File: src/rtl/imm_gen_stage_pkg.sv
// -----------------------------------------------------------------------------
// core_param
// Purpose : shared constants for the ARES decode stage.
//           - IMMSEL_* : immediate format select encodings driven by the decoder
//           - skid_state_t : occupancy states of the immediate generator's
//             two-entry skid buffer
// Ports   : none (package)
// -----------------------------------------------------------------------------
package core_param;

    localparam logic [2:0] IMMSEL_I = 3'd0;
    localparam logic [2:0] IMMSEL_S = 3'd1;
    localparam logic [2:0] IMMSEL_B = 3'd2;
    localparam logic [2:0] IMMSEL_J = 3'd3;
    localparam logic [2:0] IMMSEL_U = 3'd4;
    localparam logic [2:0] IMMSEL_Z = 3'd5;
    // 3'd6 and 3'd7 are reserved and always decode as unsupported.

    typedef enum logic [1:0] {
        ST_EMPTY = 2'd0,
        ST_ONE   = 2'd1,
        ST_TWO   = 2'd2
    } skid_state_t;

endpackage

File: src/rtl/imm_gen_stage_decode.sv
// -----------------------------------------------------------------------------
// imm_decode
// Purpose : combinational RISC-V immediate format mux (I/S/B/J/U and optional
//           CSR zimm). Every format is sign-extended from inst[31] to XLEN.
// Config  : IMMGEN_ZIMM_EN - when defined, select Z returns the zero-extended
//           zimm field inst[19:15]; otherwise Z is reported as unsupported.
// Ports   : inst [31:0]     instruction word (opcode bits [6:0] unused)
//           sel  [2:0]      format select (core_param::IMMSEL_*)
//           imm  [XLEN-1:0] generated immediate, zero when unsupported
//           err             select was unsupported
// -----------------------------------------------------------------------------
module imm_decode
    import core_param::*;
#(
    parameter int XLEN = 32
) (
    input  logic [31:0]     inst,
    input  logic [2:0]      sel,
    output logic [XLEN-1:0] imm,
    output logic            err
);

    logic [31:0] imm32;
    logic        unused_opcode;

    assign unused_opcode = ^inst[6:0];

    // Every format is first assembled as a 32-bit value whose bit 31 already
    // equals inst[31] (or 0 for zimm), so one signed cast widens all of them.
    always_comb begin
        imm32 = 32'd0;
        err   = 1'b0;
        case (sel)
            IMMSEL_I: imm32 = {{20{inst[31]}}, inst[31:20]};
            IMMSEL_S: imm32 = {{20{inst[31]}}, inst[31:25], inst[11:7]};
            IMMSEL_B: imm32 = {{19{inst[31]}}, inst[31], inst[7],
                               inst[30:25], inst[11:8], 1'b0};
            IMMSEL_J: imm32 = {{11{inst[31]}}, inst[31], inst[19:12],
                               inst[20], inst[30:21], 1'b0};
            IMMSEL_U: imm32 = {inst[31:12], 12'd0};
`ifdef IMMGEN_ZIMM_EN
            IMMSEL_Z: imm32 = {27'd0, inst[19:15]};
`endif
            default:  err   = 1'b1;
        endcase
    end

    assign imm = XLEN'(signed'(imm32));

endmodule

File: src/rtl/imm_gen_stage.sv
// -----------------------------------------------------------------------------
// imm_gen_stage
// Purpose : registered, valid/ready immediate generator for the decode stage.
//           A two-entry skid buffer (output register + skid register) keeps
//           decode back-pressure from forming a combinational path to fetch.
// Config  : IMMGEN_ZIMM_EN - enables the CSR zimm format (see imm_decode).
// Ports   : clk_i, rst_i (sync, active-high), flush_i (drop all entries)
//           in_valid_i / in_ready_o, inst_i, ImmSel_i, pass_i   (upstream)
//           out_valid_o / out_ready_i, imm_o, pass_o, imm_err_o (downstream)
// -----------------------------------------------------------------------------
module imm_gen_stage
    import core_param::*;
#(
    parameter int XLEN   = 32,
    parameter int PASS_W = 32
) (
    input  logic              clk_i,
    input  logic              rst_i,
    input  logic              flush_i,
    input  logic              in_valid_i,
    output logic              in_ready_o,
    input  logic [31:0]       inst_i,
    input  logic [2:0]        ImmSel_i,
    input  logic [PASS_W-1:0] pass_i,
    output logic              out_valid_o,
    input  logic              out_ready_i,
    output logic [XLEN-1:0]   imm_o,
    output logic [PASS_W-1:0] pass_o,
    output logic              imm_err_o
);

    skid_state_t       state, state_next;
    logic [XLEN-1:0]   dec_imm;
    logic              dec_err;
    logic [XLEN-1:0]   skid_imm;
    logic [PASS_W-1:0] skid_pass;
    logic              skid_err;
    logic              in_fire, out_fire;
    logic              out_load, out_from_skid, skid_load;

    imm_decode #(.XLEN(XLEN)) u_decode (
        .inst (inst_i),
        .sel  (ImmSel_i),
        .imm  (dec_imm),
        .err  (dec_err)
    );

    // Both handshake outputs are pure functions of the state register, so
    // out_ready_i only ever reaches state_next.
    assign in_ready_o  = (state != ST_TWO);
    assign out_valid_o = (state != ST_EMPTY);
    assign in_fire     = in_valid_i && in_ready_o;
    assign out_fire    = out_valid_o && out_ready_i;

    always_ff @(posedge clk_i) begin
        if (rst_i) begin
            state <= ST_EMPTY;
        end else begin
            state <= state_next;
        end
    end

    // Flush overrides every transfer; an entry offered in that cycle is lost.
    always_comb begin
        state_next    = state;
        out_load      = 1'b0;
        out_from_skid = 1'b0;
        skid_load     = 1'b0;
        if (flush_i) begin
            state_next = ST_EMPTY;
        end else begin
            case (state)
                ST_EMPTY: begin
                    if (in_fire) begin
                        state_next = ST_ONE;
                        out_load   = 1'b1;
                    end
                end
                ST_ONE: begin
                    if (in_fire && out_fire) begin
                        out_load = 1'b1;
                    end else if (in_fire) begin
                        state_next = ST_TWO;
                        skid_load  = 1'b1;
                    end else if (out_fire) begin
                        state_next = ST_EMPTY;
                    end
                end
                ST_TWO: begin
                    if (out_fire) begin
                        state_next    = ST_ONE;
                        out_load      = 1'b1;
                        out_from_skid = 1'b1;
                    end
                end
                default: state_next = ST_EMPTY;
            endcase
        end
    end

    // Data registers only move on a load, so outputs hold under back-pressure.
    always_ff @(posedge clk_i) begin
        if (rst_i) begin
            imm_o     <= '0;
            pass_o    <= '0;
            imm_err_o <= 1'b0;
            skid_imm  <= '0;
            skid_pass <= '0;
            skid_err  <= 1'b0;
        end else begin
            if (out_load) begin
                imm_o     <= out_from_skid ? skid_imm  : dec_imm;
                pass_o    <= out_from_skid ? skid_pass : pass_i;
                imm_err_o <= out_from_skid ? skid_err  : dec_err;
            end
            if (skid_load) begin
                skid_imm  <= dec_imm;
                skid_pass <= pass_i;
                skid_err  <= dec_err;
            end
        end
    end

endmodule
File: config.mk
export PLATFORM = sky130hd
export DESIGN_NAME = imm_gen_stage
export DESIGN_NICKNAME = d
export VERILOG_FILES = /design/src/rtl/imm_gen_stage_pkg.sv /design/src/rtl/imm_gen_stage_decode.sv /design/src/rtl/imm_gen_stage.sv
export SDC_FILE = /design/constraint.sdc
export NUM_CORES = 1
export LEC_CHECK = 0
export ABC_CLOCK_PERIOD_IN_PS = 2100
export CORE_ASPECT_RATIO = 1.5
export CORE_MARGIN = 2
export CORE_UTILIZATION = 50
export CTS_BUF_LIST = sky130_fd_sc_hd__clkbuf_8
export CTS_CLUSTER_DIAMETER = 120
export CTS_CLUSTER_SIZE = 25
export DETAILED_ROUTE_END_ITERATION = 8
export PLACE_DENSITY = 0.8
export SYNTH_ARGS = -nofsm -noshare
export SYNTH_HDL_FRONTEND = slang
export SYNTH_SLANG_ARGS = --single-unit
export TNS_END_PERCENT = 50
File: constraint.sdc
create_clock -name clk_i -period 2.1 [get_ports clk_i]
set_input_delay 0.42 -clock clk_i [delete_from_list [all_inputs] [get_ports clk_i]]
set_output_delay 0.42 -clock clk_i [all_outputs]
set_load 0.01 [all_outputs]
Yosys cells after proc, flatten, opt, wreduce, memory -nomap -nowiden
Cells that the tools add are included.
{"block": "word_totals", "inputBits": 72, "reg_bits": 132, "elab_cells": 48, "out_inout_bits": 67}
{"block": "classes", "n_mux": 21, "reduce_logical": 9, "eq_ne": 11}
{"operator": "one-hot mux 32 bit (5 select lines)", "count": 1}
{"operator": "two-way mux 32 bit", "count": 2}
{"operator": "two-way mux 1 bit", "count": 11}
{"operator": "two-way mux 2 bit", "count": 5}
{"operator": "!= test 2 bit (second input constant)", "count": 4}
{"operator": "== test 3 x 2 -> 1 bit (second input constant)", "count": 2}
{"operator": "one-hot mux 2 bit (3 select lines)", "count": 1}
{"operator": "OR reduction 5 bit", "count": 1}
{"operator": "AND reduction 4 bit", "count": 1}
{"operator": "== test 3 x 1 -> 1 bit (second input constant)", "count": 1}
{"operator": "== test 3 bit (second input constant)", "count": 1}
{"operator": "logical AND 1 bit", "count": 3}
{"operator": "zero test 3 bit", "count": 1}
{"operator": "!= test 3 bit (second input constant)", "count": 1}
{"operator": "one-hot mux 1 bit (3 select lines)", "count": 1}
{"operator": "== test 2 x 1 -> 1 bit (second input constant)", "count": 1}
{"operator": "== test 2 bit (second input constant)", "count": 1}
{"operator": "zero test 2 bit", "count": 1}
{"operator": "nonzero test 2 bit", "count": 1}
{"operator": "OR reduction 2 bit", "count": 1}

Logic depth before layout (Yosys ltp)
Gate-level depths: netlist of the first run.
{"block": "logic_depth", "depth_word": 6, "depth_mapped": 7, "depth_no_buf": 4}

By module
A second synthesis of the first run with hierarchy kept.
{"block": "hier_totals", "cells_unflattened": 709, "area_unflattened_um2": 6449.9}
{"module": "imm_gen_stage", "area_per_inst_um2": 5998.3, "cells_each": 637, "seq_area_each_um2": 2642.5, "n_inst": 1}
{"module": "imm_decode", "area_per_inst_um2": 451.7, "cells_each": 72, "seq_area_each_um2": 0.0, "n_inst": 1}

Worst setup path after synthesis of the first run
Ideal clock, no wire load.
{"block": "synth_timing", "path_kind": "input to register", "startpoint": "input flush_i", "endpoint": "register imm_o[10]", "cell_stages": 7, "path_buffers": 3, "required_ps": 1964, "setup_time_ps": 136, "setup_slack_ps": 403, "t_arrival_ps": 1561, "path_cell_list": "buf_2 and4bb_1 buf_4 buf_6 nor3b_1 a2111oi_0 a211oi_1"}
{"block": "synth_between", "elab_chain_len": 2, "elab_cells_between_ends": 3, "cone_classes": "3 x mux"}
{"item": "start, declared", "line_no": "imm_gen_stage.sv:19", "source": "input logic flush_i,"}
{"item": "two-way mux 1 bit", "line_no": "imm_gen_stage.sv:69", "source": "if (flush_i) begin"}
{"item": "two-way mux 32 bit", "line_no": "imm_gen_stage.sv:112", "source": "imm_o <= out_from_skid ? skid_imm : dec_imm;"}
{"item": "end signal, assigned", "line_no": "imm_gen_stage.sv:112"}
{"item": "end, declared", "line_no": "imm_gen_stage.sv:27", "source": "output logic [XLEN-1:0] imm_o,"}
Parallel ways exist; a longest one is shown, timed or not.
A chain may end at the register's enable or synchronous reset.

Worst setup path in the final report of the first run
{"block": "layout_timing", "startpoint": "register state[1]", "endpoint": "output out_valid_o"}
{"block": "layout_between", "elab_chain_len": 1}
{"item": "start, declared", "line_no": "imm_gen_stage.sv:32", "source": "skid_state_t state, state_next;"}
{"item": "start signal, assigned", "line_no": "imm_gen_stage.sv:59", "source": "state <= state_next;"}
{"item": "nonzero test 2 bit", "line_no": "imm_gen_stage.sv:51", "source": "assign out_valid_o = (state != ST_EMPTY);"}
{"item": "end, declared", "line_no": "imm_gen_stage.sv:25", "source": "output logic out_valid_o,"}
No other way between the ends.

==> results of run 1 <==
[state kept, by name (all words and copies together), names as in the netlist]
signal	cells
skid_err	1
imm_o	32
state	2
imm_err_o	1
skid_pass	32
pass_o	32
skid_imm	32
[how the worst min path moves through the flow]
stage | end | slack, ns | cells after the start | start
4_1_cts | skid_imm[31] | 0.31 | 2 | rst_i
5_1_grt | skid_imm[2] | 0.32 | 2 | rst_i
3_3_place_gp | skid_imm[0] | 0.44 | 2 | skid_imm[0]
2_1_floorplan | skid_imm[11] | 0.43 | 2 | skid_imm[11]
3_5_place_dp | skid_imm[1] | 0.45 | 2 | skid_imm[1]
6_report | skid_imm[9] | 0.33 | 2 | rst_i
[placed cells by master, fill, tap and decap left out, types with 2 or more instances in the layout]
| cell type | count |
|---|---|
| nor3b_2 | 2 |
| a311oi_1 | 39 |
| a22o_1 | 10 |
| clkinv_2 | 4 |
| inv_1 | 17 |
| inv_6 | 2 |
| nand2b_1 | 12 |
| or2_2 | 2 |
| nor3_1 | 24 |
| nor2b_1 | 14 |
| nand3_1 | 3 |
| a31o_2 | 8 |
| dfxtp_1 | 130 |
| nor3b_1 | 6 |
| nand3b_1 | 15 |
| nand2_1 | 170 |
| bufinv_16 | 3 |
| nor2_1 | 21 |
| buf_12 | 11 |
| a2111oi_0 | 9 |
| o21ai_0 | 12 |
| a21oi_1 | 104 |
| dfxtp_2 | 2 |
| clkdlybuf4s50_1 | 130 |
| clkbuf_8 | 20 |
| mux2i_1 | 7 |
| a211oi_1 | 19 |
| buf_4 | 37 |
| clkinvlp_4 | 2 |
| o2111ai_1 | 9 |
| o32ai_1 | 8 |
[per-layer routing]
layer | track usage (%) | wire, µm
met1 | 31.8 | 6680
met3 | 4.52 | 858
met5 | 0 | 0
met2 | 47.5 | 8560
met4 | 11.7 | 593
[area by class of cell]
class | count | share of cell area (%)
Multi-Input combinational cell | 508 | 36.0
Timing Repair Buffer | 178 | 22.5
Inverter | 18 | 0.844
Clock inverter | 12 | 1.89
Tap cell | 150 | 2.34
Clock buffer | 20 | 3.44
Sequential cell | 132 | 33.0
[through the flow]
stage	cell area, µm²	hold slack (ns)
CTS	8000	0.306
global route	8010	0.323
floorplan	5880	0.432
global placement	7570	0.439
finish	8010	0.325
detailed placement	7570	0.447
[repair_timing]
item,4_1_cts,5_1_grt
endpoints found under the hold margin,0,0
resized for setup,0,3
hold buffers,0,0
setup endpoints to repair,0,3
[power by group]
part | total (W) | switching (W) | internal (W) | leakage, nW
sequential | 0.00265 | 0.0000517 | 0.00259 | 1.07
clock | 0.00226 | 0.000987 | 0.00127 | 0.215
combinational | 0.000847 | 0.000409 | 0.000438 | 1.47
[cells by family after synthesis]
kind of cell,count (synthesis)
xor gates and xnor gates,1
DFF,132
muxes,7
buffers and inverters,90
and+or+nand+nor,279
AOI/OAI and AO/OA,221
[worst reg2reg max path, cell delays in order, from the launching register on]
cell and delay, ns:
dfxtp_2 0.40, and4bb_2 0.30, buf_4 0.15, a2111oi_0 0.56, buf_4 0.20, a211oi_1 0.04
==> qor.txt, run 1 <==
outcome: finished clean
drt first-iter violations: 374
Buf+Inv Stages, Crit Path: 1
asr flop ratio synth: 0%
crit path cell chain: or2_2 -> clkdlybuf4s50_1
Syn Nets: 802
fmax: 0.499 GHz
Max-Cap Viols: 0
Multi-input gate area: 2880 µm²
post-synthesis compound-gate area fraction: 25.0%
post-synthesis cell count: 730
number of cells on the worst reg-to-reg path: 5
Post-Synth Adder-Cell Area: 0%
Post-Synth Simple-Gate Area: 22.1%
synth top area cells: dfxtp_1, nand2_1, a21oi_1
CTS Buffer Depth: 2
total grt overflow: 0
Pins Over Slew Limit: 0
RR Startpoint: state[0]
CTS Buf Count: 17
largest net degree at the start of global routing: 80
area taken by flip-flops and latches: 2650 µm²
R2R Setup Slk: 0.32 ns
core area: 11500 µm²
slowest CP cell: clkdlybuf4s50_1
Synth Area per Inst: 8.05 µm²
root buffer cell: clkbuf_8
DP HPWL: 11500 µm
Avg WL per Cell: 16.4 µm
htree depth: 4
Fillers: 915
total global-route track usage: 26.8%
# setup viols final: 0
Critical Path Source Type: register
WP depth: 2
Reg-to-Reg End: imm_o[0]
1st-pass router iterations: 6
Pwr per Cell Area: 718 nW/µm²
placed instance count: 986
non-filler cells, final: 1018
Slew @ Worst Pin: 0.688 ns
cell family with most CP delay: buffers and inverters
clk_lat worst skew: 0.43 ns
Critical Path Source: state[1]
Syn. warnings: 0
Setup Fix Bufs, Post-CTS: 0
overall routed net length: 16700 µm
sequential area share after synthesis: 45.0%
CP Capture Point: out_valid_o
Vias/cell: 5.82
final core area utilization: 69.8%
Critical Path RT: 1.68 ns
Die X: 92.5 µm
largest family of logic cells by synthesized area: compound AO/OA/AOI/OAI gates
Pwr Total: 0.00575 W
FP Rows: 48
Place WS: -0.286 ns
setup TNS: 0 ns
Leakage: 2.76 nW
layout cell share with drive strength beyond 1: 11.8%
routability cong.: 0.866
peak fanout along the critical path: 9
crit path kind: register to output port
leading area contributor after synthesis: dfxtp_1
first-pass GRT wire length: 27400 µm
boundary pin count: 139
initial antenna violation count: 0
top cell type's share of synthesized area: 45.0%
final hold vios: 0
most common cell in the netlist: nand2_1
XOR/XNOR Fraction of Synth Area: 0.149%
DRT antenna net count: 0
Yosys reg bits: 132
number of global-route vias before repair: 5790
nets@finish: 927
maximum VDD drop: 511 µV
via count: 5926
CP endpoint kind: output port
Post-Syn Area: 5880 µm²
RSZ-0062 raised after global routing: no
diode count: 0
EDFF count, synth: 0
multiplexer share of the synthesized area: 1.19%
Worst slew margin: 54.0%
distinct cell type count after synthesis: 40
CP max stage delay: 0.49 ns
setup slack after layout: 0.0972 ns
Top FF cell, synth: dfxtp_1
Die H: 137 µm
CP arrival: 1.58 ns
Final Cycle Share: 95.4%
Final Skew: 0.00695 ns
DRC: 0
Die Area: 12700 µm²
Port Buffer Count: 131
HP Class: input port to register
Initial Util: 51.2%
TritonCTS clock tree: built
clk sink count: 132
min cycle time layout: 2.00 ns
most common library cells after synthesis: nand2_1, dfxtp_1, a21oi_1
Layout Area Growth over Synthesis: 36.3%
Reg clk slew, reported paths: 0.07 ns
Note: power is estimated with default switching activity, not from simulation.
==> run 2, diff against run 1 <==
--- a/config.mk
+++ b/config.mk
@@ -5,7 +5,7 @@
 export SDC_FILE = /design/constraint.sdc
 export NUM_CORES = 1
 export LEC_CHECK = 0
-export ABC_CLOCK_PERIOD_IN_PS = 2100
+export ABC_CLOCK_PERIOD_IN_PS = 2500
 export CORE_ASPECT_RATIO = 1.5
 export CORE_MARGIN = 2
 export CORE_UTILIZATION = 50
==> constraint.sdc (replaced) <==
create_clock -name clk_i -period 2.5 [get_ports clk_i]
set_input_delay 0.5 -clock clk_i [delete_from_list [all_inputs] [get_ports clk_i]]
set_output_delay 0.5 -clock clk_i [all_outputs]
set_load 0.01 [all_outputs]
==> run 2 against run 1 <==
Against the previous run: first-iteration DRC count fell by 4.3%; critical endpoint is now imm_o[0]; count of clock-buffer cells in the layout is the same; clock skew increased by 0.0043 ns; critical path type is now input port to register; highest routed layer unchanged; non-clock buffer count fell by 17.
==> qor.txt, run 2 (synthesis results as in run 1) <==
outcome: finished clean (unchanged)
Worst slew margin: 29.1% (was 54.0%)
htree depth: 4 (unchanged)
nets@finish: 910 (was 927)
DRC: 0 (unchanged)
layout cell share with drive strength beyond 1: 9.64% (was 11.8%)
clk sink count: 132 (unchanged)
TritonCTS clock tree: built (unchanged)
Psw: 0.00122 W (was 0.00145 W)
Pint: 0.00390 W (was 0.00430 W)
total global-route track usage: 26.2% (was 26.8%)
R2R Setup Slk: 0.33 ns (was 0.32 ns)
Die Area: 12700 µm² (unchanged)
Avg WL per Cell: 16.4 µm (about the same)
Hold-fix buffers, CTS: 0 (unchanged)
switching share of total power: 23.8% (was 25.2%)
Leakage: 2.70 nW (was 2.76 nW)
1st-pass router iterations: 5 (was 6)
Place WS: -0.152 ns (was -0.286 ns)
DP HPWL: 10800 µm (was 11500 µm)
Clock power frac: 43.2% (was 39.3%)
fmax: 0.451 GHz
CTS Buffer Depth: 2 (unchanged)
crit path cell chain: clkdlybuf4s50_1 -> nor2b_1 -> a21boi_1 -> a2111oi_0 -> buf_4 -> a211oi_1 (was or2_2 -> clkdlybuf4s50_1)
via count: 5874 (was 5926)
Comb power frac: 13.4% (was 14.7%)
maximum VDD drop: 379 µV (was 511 µV)
Pwr per Cell Area: 649 nW/µm² (was 718 nW/µm²)
CP endpoint kind: register (was output port)
Reg clk slew, reported paths: 0.08 ns (was 0.07 ns)
Final Skew: 0.0113 ns (was 0.00695 ns)
hold slack: 0.440 ns (was 0.325 ns)
Final Cycle Share: 88.7%
Die H: 137 µm (unchanged)
FP Rows: 48 (unchanged)
CP arrival: 2.57 ns (was 1.58 ns)
slowest CP cell: a21boi_1 (was clkdlybuf4s50_1)
CTS Buf Count: 17 (unchanged)
Max-Cap Viols: 0 (unchanged)
setup slack after layout: 0.282 ns (was 0.0972 ns)
DRT antenna net count: 0 (unchanged)
Pins Over Slew Limit: 0 (unchanged)
Critical Path Source Type: input port (was register)
Buf+Inv Stages, Crit Path: 2 (was 1)
clk_lat worst skew: 0.43 ns (about the same)
drt first-iter violations: 358 (was 374)
initial antenna violation count: 0 (unchanged)
crit path kind: input port to register (was register to output port)
Vias/cell: 5.87 (was 5.82)
Layout Area Growth over Synthesis: 34.4% (was 36.3%)
core area: 11500 µm² (unchanged)
Initial Util: 51.2% (unchanged)
post-cts sizing count: 0 (unchanged)
cell family with most CP delay: compound AO/OA/AOI/OAI gates (was buffers and inverters)
RSZ-0062 raised after global routing: no (unchanged)
overall routed net length: 16500 µm (was 16700 µm)
Slew @ Worst Pin: 1.06 ns (was 0.688 ns)
commonest non-fill, non-tap cell in the layout: nand2_1 (unchanged)
Critical Path RT: 2.85 ns (was 1.68 ns)
Setup Fix Bufs, Post-CTS: 0 (unchanged)
largest net degree at the start of global routing: 81 (was 80)
total grt overflow: 0 (unchanged)
# setup viols final: 0 (unchanged)
Pwr Total: 0.00512 W (was 0.00575 W)
first-pass GRT wire length: 26600 µm (was 27400 µm)
boundary pin count: 139 (unchanged)
most frequent cells in the layout: nand2_1, dfxtp_1, clkdlybuf4s50_1 (unchanged)
HP Class: input port to register (unchanged)
number of global-route vias before repair: 5498 (was 5790)
min cycle time layout: 2.22 ns
peak fanout along the critical path: 11 (was 9)
root buffer cell: clkbuf_8 (unchanged)
routability cong.: 0.842 (was 0.866)
CP max stage delay: 0.85 ns (was 0.49 ns)
final hold vios: 0 (unchanged)
Port Buffer Count: 131 (unchanged)
diode count: 0 (unchanged)
Reg power frac: 43.4% (was 46.0%)
Die X: 92.5 µm (unchanged)
run 2: cell types whose count changed in the layout (fill, tap and decap cells not counted), sizes merged:
cell and delta:
buf -17, bufinv +3, clkinv -1, clkinvlp -1
inv -1
run 2: cell type report:
class / instances / area, µm²
fillers: 930 / 3580
multi-input cells: 508 / 2880
well taps: 150 / 188
inverters: 18 / 67.6
repair buffers: 161 / 1620
clock inverters: 12 / 224
clock buffers: 20 / 275
flip-flops and latches: 132 / 2640
run 2: worst paths after layout:
check | start | endpoint | cells past startpoint
hold reg to reg | skid_imm[4] | skid_imm[4] | 2
setup reg to reg | state[0] | imm_o[0] | 5
hold / removal | rst_i | skid_imm[5] | 2
setup / recovery | in_valid_i | imm_o[0] | 6
run 2: per-stage QoR:
stage	instances	utilization [%]	area [µm²]	TNS [ns]
floorplan	730	-	5880	0
global placement	969	64.5	7400	-0.626
detailed placement	969	64.5	7400	-3.75
CTS	1001	68.8	7900	0
global route	1001	68.8	7900	0
finish	1001	68.8	7900	0
run 2: worst register-to-register path: cells and delay by family (launching register included):
kind                   cells  cell delay [ns]
buffers and inverters      1             0.20
AOI/OAI and AO/OA          3             1.25
and+or+nand+nor            1             0.18
DFF                        1             0.47
run 2: power groups by stage:
| stage | logic [W] | registers [W] | clock network [W] |
|---|---|---|---|
| after detailed placement | 0.000684 | 0.00227 | 0 |
| after global placement | 0.000670 | 0.00227 | 0 |
| after global routing | 0.000742 | 0.00223 | 0.00233 |
| after CTS | 0.000687 | 0.00222 | 0.00223 |
| after floorplan | 0.000297 | 0.00229 | 0 |
| final | 0.000689 | 0.00222 | 0.00221 |
run 2: layer usage:
metal	share of wire (%)	GRT usage, %	wire length [µm]
met1	40	31.7	6550
met2	51	45.0	8400
met3	6.4	5.29	1050
met4	2.9	11.4	471
met5	0	0	0
